File: src/rtl/catcore_fetch_pkg.sv
// Shared fetch-side definitions: FSM state encoding and default bus widths.
package catcore_fetch_pkg;

  localparam int unsigned DEFAULT_ADDR_WIDTH = 32;
  localparam int unsigned DEFAULT_DATA_WIDTH = 32;

  typedef enum logic [1:0] {
    IDLE      = 2'd0,
    REQUEST   = 2'd1,
    WAIT_RESP = 2'd2
  } fetch_state_t;

endpackage

File: src/rtl/fetch_output_register.sv
// One-entry valid/ready holding register presenting a fetched word and its PC to the decoder.
module fetch_output_register
  import catcore_fetch_pkg::*;
#(
  parameter int unsigned ADDR_WIDTH = DEFAULT_ADDR_WIDTH,
  parameter int unsigned DATA_WIDTH = DEFAULT_DATA_WIDTH
) (
  input  logic                  clock,
  input  logic                  reset,
  input  logic                  load_i,
  input  logic                  consume_i,
  input  logic                  clear_i,
  input  logic [DATA_WIDTH-1:0] data_i,
  input  logic [ADDR_WIDTH-1:0] pc_i,
  output logic                  valid_o,
  output logic [DATA_WIDTH-1:0] data_o,
  output logic [ADDR_WIDTH-1:0] pc_o
);

  logic                  valid_q, valid_d;
  logic [DATA_WIDTH-1:0] data_q, data_d;
  logic [ADDR_WIDTH-1:0] pc_q, pc_d;

  // A load wins over a same-cycle consume, so capture+consume keeps the slot full.
  always_comb begin
    valid_d = valid_q;
    data_d  = data_q;
    pc_d    = pc_q;
    if (clear_i) begin
      valid_d = 1'b0;
    end else if (load_i) begin
      valid_d = 1'b1;
      data_d  = data_i;
      pc_d    = pc_i;
    end else if (consume_i) begin
      valid_d = 1'b0;
    end
  end

  always_ff @(posedge clock) begin
    if (reset) begin
      valid_q <= 1'b0;
      data_q  <= '0;
      pc_q    <= '0;
    end else begin
      valid_q <= valid_d;
      data_q  <= data_d;
      pc_q    <= pc_d;
    end
  end

  assign valid_o = valid_q;
  assign data_o  = data_q;
  assign pc_o    = pc_q;

endmodule

File: src/rtl/instruction_fetch_unit.sv
// Fetch FSM: requests the word at the current PC, holds the PC until the word returns,
// and discards in-flight responses across a control-flow flush.
module instruction_fetch_unit
  import catcore_fetch_pkg::*;
#(
  parameter int unsigned ADDR_WIDTH = DEFAULT_ADDR_WIDTH,
  parameter int unsigned DATA_WIDTH = DEFAULT_DATA_WIDTH
) (
  input  logic                  clock,
  input  logic                  reset,
  input  logic [ADDR_WIDTH-1:0] pc_address,
  output logic                  pc_halt,
  input  logic                  flush,
  output logic                  mem_req_valid,
  output logic [ADDR_WIDTH-1:0] mem_req_addr,
  input  logic                  mem_req_ready,
  input  logic                  mem_resp_valid,
  input  logic [DATA_WIDTH-1:0] mem_resp_data,
  output logic                  inst_valid,
  output logic [DATA_WIDTH-1:0] inst_data,
  output logic [ADDR_WIDTH-1:0] inst_pc,
  input  logic                  inst_ready
);

  fetch_state_t          state_q, state_d;
  logic                  drop_q, drop_d;
  logic [ADDR_WIDTH-1:0] req_pc_q, req_pc_d;
  logic                  slot_free;
  logic                  handshake;
  logic                  accept;

  assign slot_free = !inst_valid || inst_ready;
  assign handshake = mem_req_valid && mem_req_ready;
  assign accept    = !reset && (state_q == WAIT_RESP) && mem_resp_valid && !drop_q && !flush;

  always_comb begin
    state_d       = state_q;
    drop_d        = drop_q;
    req_pc_d      = req_pc_q;
    mem_req_valid = 1'b0;
    mem_req_addr  = '0;
    pc_halt       = 1'b1;
    // Reset is synchronous, so the combinational outputs are gated explicitly while it is held.
    if (!reset) begin
      pc_halt = !(accept || flush);
      unique case (state_q)
        IDLE: state_d = REQUEST;
        REQUEST: begin
          mem_req_valid = slot_free;
          mem_req_addr  = pc_address;
          req_pc_d      = pc_address;
          if (slot_free && mem_req_ready) begin
            state_d = WAIT_RESP;
            drop_d  = flush;
          end
        end
        WAIT_RESP: begin
          if (mem_resp_valid) begin
            state_d = REQUEST;
            drop_d  = 1'b0;
          end else if (flush) begin
            drop_d = 1'b1;
          end
        end
        default: state_d = IDLE;
      endcase
    end
  end

  always_ff @(posedge clock) begin
    if (reset) begin
      state_q  <= IDLE;
      drop_q   <= 1'b0;
      req_pc_q <= '0;
    end else begin
      state_q  <= state_d;
      drop_q   <= drop_d;
      req_pc_q <= req_pc_d;
    end
  end

  fetch_output_register #(
    .ADDR_WIDTH(ADDR_WIDTH),
    .DATA_WIDTH(DATA_WIDTH)
  ) u_output_register (
    .clock    (clock),
    .reset    (reset),
    .load_i   (accept),
    .consume_i(inst_ready),
    .clear_i  (flush),
    .data_i   (mem_resp_data),
    .pc_i     (req_pc_q),
    .valid_o  (inst_valid),
    .data_o   (inst_data),
    .pc_o     (inst_pc)
  );

  logic unused_handshake;
  assign unused_handshake = handshake;

endmodule

File: config.mk
export PLATFORM = sky130hd
export DESIGN_NAME = instruction_fetch_unit
export DESIGN_NICKNAME = d
export VERILOG_FILES = /design/src/rtl/catcore_fetch_pkg.sv /design/src/rtl/fetch_output_register.sv /design/src/rtl/instruction_fetch_unit.sv
export SDC_FILE = /design/constraint.sdc
export NUM_CORES = 1
export LEC_CHECK = 0
export CORE_MARGIN = 1.5
export CORE_UTILIZATION = 45
export DETAILED_ROUTE_END_ITERATION = 7
export PLACE_DENSITY = 0.85
export SLEW_MARGIN = 40
export SYNTH_ARGS = -nofsm -noshare
export SYNTH_HDL_FRONTEND = slang
export SYNTH_SLANG_ARGS = --single-unit
File: constraint.sdc
create_clock -name clock -period 3.1 [get_ports clock]
set_input_delay 0.62 -clock clock [delete_from_list [all_inputs] [get_ports clock]]
set_output_delay 0.62 -clock clock [all_outputs]
set_load 0.03 [all_outputs]
==> metrics.cfg <==
[outcome]
status = finished clean

[setup_path]
crit_type = in -> out
path_max_fanout = 6
cp.arrival_ns = 2.19
required_ns = 2.48
start_kind = input port
end_kind = output pin

[route]
drt-initial-drc-count = 149
drtAntennaViolNets = 0
via_per_inst = 5.460
wl_um = 11050
drc_errors = 0
first_pass_iters = 4
post_drt_wl_per_cell_um = 16.23
via_count = 3718

[job]
maxCapViolCount = 0

[logic_synthesis]
syn_area_um2 = 3899
synth-edff-count = 0
synth_nets = 494
ys_types = 28
ys_top_cells_by_area = dfxtp_1, o211ai_1, nand3_1
yosys_warnings = 0
synth_top_area_share_pct = 51.35
postSynth.asyncResetShare_pct = 0
syn_avg_cell_area_um2 = 9.195
ys_ff_latch = 100
syn_inst = 424
yosys.area.top_type = dfxtp_1
ys_seq_area_share_pct = 51.35
synthFlopType = dfxtp_1

[clock_tree]
cts-hold-fix-buffers = 0
clk_path_buf_depth = 2
cts_root_buffer = clkbuf_8
cts.clk_slew.worst_paths_ns = 0.09
cts-htree-levels = 3
cts_resized = 0
post_cts_buffers = 0
cts_sinks = 100
clock_latency_ns = 0.35
cts_tree = done
cts_inserted_buffers = 9

[timing]
finalSetupTns_ns = 0
hold_viol = 0
rsz0062_at_grt = no
slew-limit-headroom_pct = 48.86
worst_hold_slack_ns = 0.4580
fin_crit_sh_pct = 90.73
period_needed_ns = 2.813
skew_ns = 0.008889
fmax_mhz = 355.5
setup_viol_count_final = 0
tightest_slew_ns = 0.7670
maxSlewViolCount = 0

[die]
die_h_um = 96.08
fp.dieW_um = 96.08
die-area_um2 = 9231
fp-row-count = 33
core_um2 = 8299
io_pins = 169
initial_utilization_pct = 46.98

[placement]
dpl.hpwl_um = 7427
dpl.cell_count = 665
place_congestion = 0.8863
portBuffers = 168
dpl_cell_area_um2 = 5505

[global_routing]
use_met3_pct = 7.109
overflow = 0
track_usage_pct = 23.96
met1_usage_pct = 30.00
antenna_found_initial = 0
grt.busiest_layer = met2
grt_max_degree = 75
grt_pass1_wl_um = 16990
use_met2_pct = 39.85
grt_pass1_vias = 3444

[power]
powerDensity_nw_per_um2 = 426.5
p_leak_uw = 0.002615
vdd_drop_max_mv = 0.2006

[final_layout]
nFillCells = 659
antenna_cells = 0
fin_nets = 641
syn_to_final_growth_pct = 45.76
final_area_um2 = 5683
layout-drive-gt1-share_pct = 11.63
final_cell_mix = clkdlybuf4s50_1, dfxtp_1, o211ai_1, nand2_1, nand3_1
layoutNonFillerInstCount = 681
final_common_cell = clkdlybuf4s50_1

[min_path]
worstHoldPathType = reg -> reg

==> flip-flops by register name (all words and copies together), names as in the netlist <==
register                   flops
req_pc_q                      32
u_output_register.data_o      32
u_output_register.pc_o        32
state_q                        2
drop_q                         1
u_output_register.valid_o      1
==> power by group <==
part | internal (uW) | switching, uW
sequential | 1320 | 23.8
combinational | 155 | 170
clock | 316 | 439
total | 1790 | 632
==> through the flow <==
step	util, %	power [uW]	setup WS [ns]
floorplan	-	1533	0.8030
global placement	66.09	1690	0.3434
detailed placement	66.34	1698	0.3028
CTS	68.48	2443	0.3022
global route	68.48	2537	0.1896
finish	68.48	2424	0.2873
==> Yosys cell counts, drive strengths merged (2+ instances only) <==
library cell,n
a21o,32
a21oi,4
and2,33
buf,22
clkbuf,20
dfxtp,100
inv,4
nand2,64
nand3,55
nand4,11
nor2,2
o211ai,64
==> per-layer routing <==
| metal | vias up | share of wire, % |
|---|---|---|
| li1 | 1799 | - |
| met1 | 1743 | 42 |
| met4 | 0 | 1.6 |
| met2 | 161 | 48 |
| met5 | - | 0 |
| met3 | 15 | 8.6 |
==> final timing paths <==
check / start / to / slack, ns / cells after the start
worst max-delay path: reset / pc_halt / 0.29 / 4
worst min-delay path: req_pc_q[29]$_SDFFE_PP0N_ / u_output_register.pc_o[29]$_SDFFE_PP0P_ / 0.46 / 2
worst max register to register: state_q[1]$_SDFFE_PP0P_ / req_pc_q[14]$_SDFFE_PP0N_ / 1.27 / 4
worst min register to register: req_pc_q[29]$_SDFFE_PP0N_ / u_output_register.pc_o[29]$_SDFFE_PP0P_ / 0.46 / 2
==> critical path, stage by stage <==
cell and delay (ns):
clkdlybuf4s50_1 0.70, inv_2 0.07, o21ai_0 0.10, clkdlybuf4s50_1 0.70
==> cells by family after synthesis <==
logic type,after synthesis,share of synthesized area (%)
AO/OA/AOI/OAI,105,19.96
AND/OR/NAND/NOR,173,22.34
flip-flops,100,51.35
buffers and inverters,46,6.354
==> layout make-up <==
cell class	instances	area (um^2)	area share, %
well taps	105	131.4	2.312
flip-flops and latches	100	2002	35.23
inverters	4	15.01	0.2642
repair buffers	178	1682	29.59
clock inverters	5	36.28	0.6385
multi-input cells	278	1675	29.48
clock buffers	11	141.4	2.488
No activity file was read; power rests on OpenSTA's default activity.
